--- config.mk ---
export PLATFORM = sky130hd
export DESIGN_NAME = spi_rx_deframer
export DESIGN_NICKNAME = d
export VERILOG_FILES = /design/src/rtl/spi_rx_deframer.sv
export SDC_FILE = /design/constraint.sdc
export NUM_CORES = 1
export LEC_CHECK = 0
export CAP_MARGIN = 20
export CORE_ASPECT_RATIO = 0.7
export CORE_MARGIN = 3
export CORE_UTILIZATION = 35
export DETAILED_ROUTE_END_ITERATION = 16
export HOLD_SLACK_MARGIN = 0.1
export PLACE_DENSITY = 0.59
export SYNTH_ARGS = -nofsm -noshare
export SYNTH_HDL_FRONTEND = slang
export SYNTH_SLANG_ARGS = --single-unit
--- constraint.sdc ---
create_clock -name clk -period 2.3 [get_ports clk]
set_input_delay 0.46 -clock clk [delete_from_list [all_inputs] [get_ports clk]]
set_output_delay 0.46 -clock clk [all_outputs]
set_load 0.01 [all_outputs]
--- src/rtl/spi_rx_deframer.sv ---
// SPI mode-0 slave front end: synchronises SCK/CS_n/MOSI and deframes status/address/data words.
// Optional PARTIAL_WORD_ERR_EN adds a partial_err pulse on mid-field chip-select aborts.
module spi_rx_deframer #(
    parameter int unsigned SYNC_STAGES = 2
) (
    input  logic        clk,
    input  logic        reset_n,
    input  logic        sck,
    input  logic        cs_n,
    input  logic        mosi,
    output logic        status_ready,
    output logic        address_ready,
    output logic        data_ready,
    output logic [3:0]  status,
    output logic [19:0] addr,
    output logic [15:0] wdata,
    output logic        cs_n_o,
`ifdef PARTIAL_WORD_ERR_EN
    output logic        partial_err,
`endif
    output logic        miso_start
);

    localparam int unsigned STATUS_W = 4;
    localparam int unsigned ADDR_W   = 20;
    localparam int unsigned DATA_W   = 16;
    localparam int unsigned CNT_W    = 5;

    typedef enum logic [2:0] {
        ST_IDLE,
        ST_STATUS,
        ST_ADDR,
        ST_DATA,
        ST_DRAIN
    } state_t;

    logic [SYNC_STAGES-1:0] sck_sync, cs_sync, mosi_sync;
    logic                   sck_q;
    logic                   sck_s, cs_s, mosi_s, sck_rise;

    state_t            state, state_n;
    logic [CNT_W-1:0]  cnt, cnt_n;
    logic [ADDR_W-2:0] shift, shift_n;
    logic [ADDR_W-1:0] bit_word;
    logic              status_ready_n, address_ready_n, data_ready_n, miso_start_n;
    logic [3:0]        status_n;
    logic [19:0]       addr_n;
    logic [15:0]       wdata_n;
`ifdef PARTIAL_WORD_ERR_EN
    logic              partial_err_n;
`endif

    // Pin synchronisers; cs_n idles high so reset does not look like a frame start.
    always_ff @(posedge clk or negedge reset_n) begin
        if (!reset_n) begin
            sck_sync  <= '0;
            cs_sync   <= '1;
            mosi_sync <= '0;
            sck_q     <= 1'b0;
        end else begin
            sck_sync  <= {sck_sync[SYNC_STAGES-2:0], sck};
            cs_sync   <= {cs_sync[SYNC_STAGES-2:0], cs_n};
            mosi_sync <= {mosi_sync[SYNC_STAGES-2:0], mosi};
            sck_q     <= sck_s;
        end
    end

    assign sck_s    = sck_sync[SYNC_STAGES-1];
    assign cs_s     = cs_sync[SYNC_STAGES-1];
    assign mosi_s   = mosi_sync[SYNC_STAGES-1];
    assign sck_rise = sck_s & ~sck_q;
    assign bit_word = {shift, mosi_s};

    always_ff @(posedge clk or negedge reset_n) begin
        if (!reset_n) begin
            state         <= ST_IDLE;
            cnt           <= '0;
            shift         <= '0;
            status_ready  <= 1'b0;
            address_ready <= 1'b0;
            data_ready    <= 1'b0;
            miso_start    <= 1'b0;
            status        <= '0;
            addr          <= '0;
            wdata         <= '0;
            cs_n_o        <= 1'b1;
`ifdef PARTIAL_WORD_ERR_EN
            partial_err   <= 1'b0;
`endif
        end else begin
            state         <= state_n;
            cnt           <= cnt_n;
            shift         <= shift_n;
            status_ready  <= status_ready_n;
            address_ready <= address_ready_n;
            data_ready    <= data_ready_n;
            miso_start    <= miso_start_n;
            status        <= status_n;
            addr          <= addr_n;
            wdata         <= wdata_n;
            cs_n_o        <= cs_s;
`ifdef PARTIAL_WORD_ERR_EN
            partial_err   <= partial_err_n;
`endif
        end
    end

    // Deframing FSM; a high chip select overrides any simultaneous SCK edge.
    always_comb begin
        state_n         = state;
        cnt_n           = cnt;
        shift_n         = shift;
        status_n        = status;
        addr_n          = addr;
        wdata_n         = wdata;
        status_ready_n  = 1'b0;
        address_ready_n = 1'b0;
        data_ready_n    = 1'b0;
        miso_start_n    = 1'b0;
`ifdef PARTIAL_WORD_ERR_EN
        partial_err_n   = 1'b0;
`endif
        if (cs_s) begin
            state_n = ST_IDLE;
            cnt_n   = '0;
`ifdef PARTIAL_WORD_ERR_EN
            partial_err_n = (state == ST_STATUS || state == ST_ADDR || state == ST_DATA)
                            && (cnt != '0);
`endif
        end else begin
            case (state)
                ST_IDLE: begin
                    state_n = ST_STATUS;
                    cnt_n   = '0;
                end
                ST_STATUS: begin
                    if (sck_rise) begin
                        shift_n = bit_word[ADDR_W-2:0];
                        if (cnt == CNT_W'(STATUS_W - 1)) begin
                            status_n       = bit_word[STATUS_W-1:0];
                            status_ready_n = 1'b1;
                            cnt_n          = '0;
                            state_n        = ST_ADDR;
                        end else begin
                            cnt_n = cnt + CNT_W'(1);
                        end
                    end
                end
                ST_ADDR: begin
                    if (sck_rise) begin
                        shift_n = bit_word[ADDR_W-2:0];
                        if (cnt == CNT_W'(ADDR_W - 1)) begin
                            addr_n          = bit_word;
                            address_ready_n = 1'b1;
                            cnt_n           = '0;
                            state_n         = ST_DATA;
                        end else begin
                            cnt_n = cnt + CNT_W'(1);
                        end
                    end
                end
                ST_DATA: begin
                    if (sck_rise) begin
                        shift_n      = bit_word[ADDR_W-2:0];
                        miso_start_n = (cnt == '0) && !status[2];
                        if (cnt == CNT_W'(DATA_W - 1)) begin
                            wdata_n      = bit_word[DATA_W-1:0];
                            data_ready_n = 1'b1;
                            cnt_n        = '0;
                            state_n      = status[1] ? ST_DATA : ST_DRAIN;
                        end else begin
                            cnt_n = cnt + CNT_W'(1);
                        end
                    end
                end
                ST_DRAIN: begin
                    state_n = ST_DRAIN;
                end
                default: begin
                    state_n = ST_IDLE;
                    cnt_n   = '0;
                end
            endcase
        end
    end

endmodule

Word level (Yosys, flattened, before mapping)
Cells that the tools add are included.
{ "totals": {"ramBits": 0, "latch_bits": 0, "memories": 0, "in_bits": 5, "mem_bits_ro": 0, "word_cells": 76, "ff_bits": 79} }
{ "classes": {"div_mod_pow": 0, "bitwise": 3, "n_addsub": 1, "mul": 0, "shift": 0, "muxes": 32, "eq_ne": 14, "n_reduce_logical": 11, "order_cmp": 0} }
{ "op_table": {"columns": ["op", "n"], "rows": [
  ["$mux 5", 7],
  ["$mux 3", 8],
  ["$pmux 5 s4", 1],
  ["$ne 3x3->1 const B", 6],
  ["$reduce_and 4->1", 4],
  ["$mux 1", 15],
  ["$pmux 3 s5", 1],
  ["$eq 3x2->1 const B", 2],
  ["$reduce_and 6->1", 1],
  ["$add 5x1->5 const B", 1],
  ["$eq 5x2->1 const B", 1],
  ["$eq 5x4->1 const B", 1],
  ["$eq 5x5->1 const B", 1],
  ["$logic_not 5->1", 1],
  ["$eq 3x1->1 const B", 1],
  ["$eq 3x3->1 const B", 1],
  ["$logic_not 3->1", 1],
  ["$reduce_and 3->1", 1],
  ["$reduce_or 3->1", 1],
  ["$ne 2x2->1 const B", 1],
  ["$not 1->1", 2],
  ["$and 1x1->1", 1],
  ["$logic_and 1x1->1", 1],
  ["$logic_not 1->1", 1]
]} }

Longest topological paths before layout
{ "logic_depth": {"word_depth": 5, "ltp_mapped": 6, "mapped_depth_nobuf": 6} }

Least setup slack after synthesis
Ideal clock, no wire load.
{ "synth_path": {"path_type": "flip-flop to flip-flop", "start": "reg sck_q", "end": "reg wdata[0]", "setup_time_ns": 0.127, "arrival_time_ns": 1.613, "path_stages_with_launch": 7, "path_slack_ns": 0.559, "cell_sequence": "dfrtp_1 > nand2b_4 > nor2_2 > nand4b_1 > nor3_4 > buf_6 > mux2_1"} }
{ "synth_between": {"elab_chain_len": 3} }
{ "synth_rtl": {"columns": ["element", "line_no", "source"], "rows": [
  ["from (decl)", "38", "logic sck_q;"],
  ["from (signal assigned)", "64", "sck_q <= sck_s;"],
  ["$not 1->1", "71", "assign sck_rise = sck_s & ~sck_q;"],
  ["$and 1x1->1", "71", null],
  ["$reduce_and 4->1 (no source line)", null, null],
  ["to (signal assigned)", "100", "wdata <= wdata_n;"],
  ["to (decl)", "16", "output logic [15:0] wdata,"]
]} }
No other way between the ends.
A chain may end at the register's enable or synchronous reset.

Worst setup path after layout
{ "layout_path": {"start": "reg state[2]", "end": "reg shift[3]"} }
{ "layout_between": {"elab_chain_len": 3} }
{ "layout_rtl": {"columns": ["element", "line_no", "source"], "rows": [
  ["from (decl)", "41", "state_t state, state_n;"],
  ["from (signal assigned)", "91", "state <= state_n;"],
  ["$eq 3x2->1 or $eq 3x1->1 (tied branches)", "131", "case (state)"],
  ["$reduce_or 3->1 (no source line) *", null, null],
  ["$reduce_and 3->1 (no source line) *", null, null],
  ["to (signal assigned)", "93", "shift <= shift_n;"],
  ["to (decl)", "43", "logic [ADDR_W-2:0] shift, shift_n;"]
]} }
Mark *: on every way between the ends. The rest lies on a longest branch, timed or not.

==> report_table.html <==
<table>
<tr><th>Metric</th><th>Value</th></tr>
<tr><th colspan="2">Status</th></tr>
<tr><td>Result of the run</td><td>complete, no violations</td></tr>
<tr><th colspan="2">STA</th></tr>
<tr><td>Fmax achieved</td><td>515.3 MHz</td></tr>
<tr><td>Post-layout minimum cycle time</td><td>1.941 ns</td></tr>
<tr><td>Unrepaired setup endpoints after global routing</td><td>false</td></tr>
<tr><td>Setup skew after layout</td><td>0.01000 ns</td></tr>
<tr><td>Slew at the pin closest to its max-slew limit</td><td>0.4605 ns</td></tr>
<tr><td>Final sum of negative setup slack</td><td>0 ns</td></tr>
<tr><td>Setup violators final</td><td>0</td></tr>
<tr><td>Max-Slew Margin vs Limit</td><td>69.30%</td></tr>
<tr><td>Number of max-slew violations in the final report</td><td>0</td></tr>
<tr><td>Final worst-path cycle share</td><td>84.37%</td></tr>
<tr><td>Number of hold-slack violations in the final timing report</td><td>0</td></tr>
<tr><th colspan="2">Floorplan</th></tr>
<tr><td>Row count</td><td>28</td></tr>
<tr><td>Top-level port count</td><td>50</td></tr>
<tr><td>Width of the die</td><td>119.7 um</td></tr>
<tr><td>Area enclosed by the die boundary</td><td>10,250 um2</td></tr>
<tr><td>Chip height</td><td>85.60 um</td></tr>
<tr><td>Effective utilization at floorplan</td><td>36.76%</td></tr>
<tr><td>Area of the core</td><td>8618 um2</td></tr>
<tr><th colspan="2">Power</th></tr>
<tr><td>Static leakage</td><td>1.958 nW</td></tr>
<tr><td>Power per cell area</td><td>721.4 nW/um2</td></tr>
<tr><td>Max VDD drop</td><td>470.7 uV</td></tr>
<tr><th colspan="2">Setup path</th></tr>
<tr><td>Arrival time reported for the critical path endpoint</td><td>2.15 ns</td></tr>
<tr><td>Launching element type of the critical path</td><td>flop</td></tr>
<tr><td>Maximum fanout along the worst path</td><td>20</td></tr>
<tr><td>Internal reg-to-reg setup slack</td><td>0.36 ns</td></tr>
<tr><td>Critical path data required time</td><td>2.51 ns</td></tr>
<tr><td>Start point of the critical path</td><td>state[2]$_DFFE_PN0P_</td></tr>
<tr><td>Crit end category</td><td>flop</td></tr>
<tr><td>Crit path kind</td><td>flop to flop</td></tr>
<tr><td>Startpoint of the lowest-slack register-to-register path</td><td>state[2]$_DFFE_PN0P_</td></tr>
<tr><th colspan="2">Cells and area</th></tr>
<tr><td>Fraction of layout cells with a size suffix above 1</td><td>25.94%</td></tr>
<tr><td>Register area</td><td>1981 um2</td></tr>
<tr><td>Area of the multi-input gates</td><td>1121 um2</td></tr>
<tr><td>Area growth from synthesis to layout</td><td>29.94%</td></tr>
<tr><td>Final core utilization</td><td>47.76%</td></tr>
<tr><td>Diode count</td><td>0</td></tr>
<tr><td>Fillers</td><td>791</td></tr>
<tr><td>NumNets Final</td><td>296</td></tr>
<tr><th colspan="2">Min path</th></tr>
<tr><td>Hold path startpoint</td><td>mosi_sync[0]$_DFF_PN0_</td></tr>
<tr><td>Classification of the worst-slack hold path</td><td>flop to flop</td></tr>
<tr><th colspan="2">Synth</th></tr>
<tr><td>YS warnings</td><td>0</td></tr>
<tr><td>Area share of the largest cell type after synthesis</td><td>60.03%</td></tr>
<tr><td>Synth async-reset ratio</td><td>100.0%</td></tr>
<tr><td>Synthesized netlist net count</td><td>236</td></tr>
<tr><td>Sequential share of the synthesized area</td><td>62.52%</td></tr>
<tr><td>Library cell occupying the most area in the post-synthesis netlist</td><td>dfrtp_1</td></tr>
<tr><td>Cell types occupying the most area after synthesis</td><td>dfrtp_1, mux2_2, mux2_1</td></tr>
<tr><td>Post-synth top flop</td><td>dfrtp_1</td></tr>
<tr><td>Instance count of the mapped netlist</td><td>228</td></tr>
<tr><td>Post-synth cell types</td><td>33</td></tr>
<tr><td>Synthesized cell area</td><td>3168 um2</td></tr>
<tr><td>Flop and latch count out of synthesis</td><td>79</td></tr>
<tr><td>Count leader, synth</td><td>dfrtp_1</td></tr>
<tr><td>Leading cell types by count after synthesis</td><td>dfrtp_1, mux2_2, nand2_1, mux2_1, nor2_1</td></tr>
<tr><td>Avg Synthesized Cell Area</td><td>13.89 um2</td></tr>
<tr><td>EDFF count, synth</td><td>0</td></tr>
<tr><th colspan="2">CTS</th></tr>
<tr><td>Maximum count of clock buffers along a single path</td><td>2</td></tr>
<tr><td>Num CTS Buffers</td><td>9</td></tr>
<tr><td>Root Driver</td><td>clkbuf_16</td></tr>
<tr><td>Clock tree from TritonCTS</td><td>done</td></tr>
<tr><td>TritonCTS Sinks</td><td>79</td></tr>
<tr><td>Post-CTS setup buffer count</td><td>0</td></tr>
<tr><td>Maximum level of the CTS H-tree</td><td>3</td></tr>
<tr><td>Later-pin clock latency in the skew report</td><td>0.33 ns</td></tr>
<tr><td>Clock transition at the registers of the reported paths</td><td>0.05 ns</td></tr>
<tr><th colspan="2">Global route</th></tr>
<tr><td>GRT Residual Overflow</td><td>0</td></tr>
<tr><td>Largest net degree at the start of global routing</td><td>29</td></tr>
<tr><td>Global-route total usage across every layer</td><td>13.45%</td></tr>
<tr><td>Global-route wire length before repair</td><td>10.51 mm</td></tr>
<tr><td>Number of global-route vias before repair</td><td>2,019</td></tr>
<tr><td>Number of antenna violations at the first check in global routing</td><td>0</td></tr>
<tr><th colspan="2">Flow run</th></tr>
<tr><td>Max-capacitance violation count</td><td>0</td></tr>
<tr><th colspan="2">Routing</th></tr>
<tr><td>Iteration-0 DRC count of the detailed router</td><td>69</td></tr>
<tr><td>Detailed Route WL</td><td>6.161 mm</td></tr>
<tr><td>First-pass detailed-route iteration total</td><td>4</td></tr>
<tr><td>Final ANT Viol Nets</td><td>0</td></tr>
<tr><td>Count of vias placed by the detailed router</td><td>1,973</td></tr>
<tr><td>Routed WL per cell</td><td>14.92 um</td></tr>
<tr><td>Final routed DRC violation total</td><td>0</td></tr>
<tr><td>Avg Vias per Cell</td><td>4.777</td></tr>
<tr><th colspan="2">Placement</th></tr>
<tr><td>Final estimated routing congestion in global placement</td><td>0.8490</td></tr>
<tr><td>Port Buffers</td><td>49</td></tr>
<tr><td>HPWL after detailed placement</td><td>4.196 mm</td></tr>
</table>
[sequential cells by signal (all words and copies together) (netlist names)]
name,flops
cs_n_o,1
cs_sync,2
status_ready,1
address_ready,1
shift,19
miso_start,1
sck_sync,2
status,4
mosi_sync,2
data_ready,1
sck_q,1
wdata,16
cnt,5
state,3
addr,20
[worst paths after layout]
| check | end | cells past startpoint |
|---|---|---|
| worst min-delay path | mosi_sync[1]$_DFF_PN0_ | 0 |
| worst min register to register | mosi_sync[1]$_DFF_PN0_ | 0 |
| max in group asynchronous | cs_n_o$_DFF_PN1_ | 3 |
| worst max-delay path | shift[3]$_DFFE_PN0P_ | 5 |
| min in group asynchronous | cnt[3]$_DFFE_PN0P_ | 2 |
| worst max register to register | shift[3]$_DFFE_PN0P_ | 5 |
[where the power goes]
group	total, mW	internal (mW)	switching [mW]
logic	0.117	0.0539	0.0632
clock network	1.36	0.843	0.522
registers	1.49	1.43	0.0543
total	2.97	2.33	0.639
[layout make-up]
type / instances / share of cell area [%]
Sequential cell: 79 / 48.12
Multi-Input combinational cell: 137 / 27.23
Timing Repair Buffer: 58 / 13.56
Clock buffer: 13 / 6.809
Tap cell: 120 / 3.647
Clock inverter: 3 / 0.3647
Inverter: 3 / 0.2736
[per-stage QoR]
stage	power, mW	hold slack (ns)	std cells	setup WS, ns	instance area [um2]
2_1_floorplan	1.562	0.1644	228	0.5595	3168
3_3_place_gp	1.632	0.3352	396	0.3449	3811
3_5_place_dp	1.631	0.3347	396	0.3506	3811
4_1_cts	3.017	0.3470	413	0.3489	4116
5_1_grt	3.091	0.3582	413	0.2119	4116
6_report	2.970	0.3463	413	0.3594	4116
[worst max-delay path: stages (launching register included)]
cell and delay (ns):
dfrtp_1 0.48, nor2_1 0.33, nand2_1 0.22, nor2_2 0.14
buf_4 0.28, mux2_2 0.37
[layer usage]
metal	track usage, %	vias to the layer above	routed length [um]	share of wire [%]
li1	-	921	-	-
met4	5.925	0	91	1.5
met5	0	-	0	0
met3	4.548	5	313	5.1
met2	18.75	51	2607	42
met1	19.07	996	3148	51
[cell usage in the layout (no fill, tap or decap), types with 2 or more instances in the layout]
master / count
mux2_1: 16
buf_4: 9
nand2b_1: 2
ha_1: 3
clkinv_2: 3
nand4_1: 2
nor3_1: 2
clkbuf_16: 9
o21ai_0: 5
a2111oi_2: 2
nor2_1: 9
a21oi_1: 7
dfstp_2: 3
inv_1: 3
dfrtp_1: 76
clkdlybuf4s50_1: 48
clkbuf_8: 4
or3_1: 2
nor2_2: 2
mux2_2: 39
nand2_1: 22
nor2b_1: 4
nand3_1: 6
o41ai_1: 2
[logic make-up after synthesis]
family          Yosys count  share of synthesized area, %
flops                    79                         62.52
mux                      55                         19.55
fa+ha+maj                 3                         1.185
compound gates           20                         4.779
buf+inv                  12                         2.172
simple gates             59                         9.795
[timing repair]
item                                   in CTS  in global routing
hold buffers                                1                  0
resized for setup                           0                  0
endpoints found under the hold margin      23                  0
(Power assumes the default switching activity.)
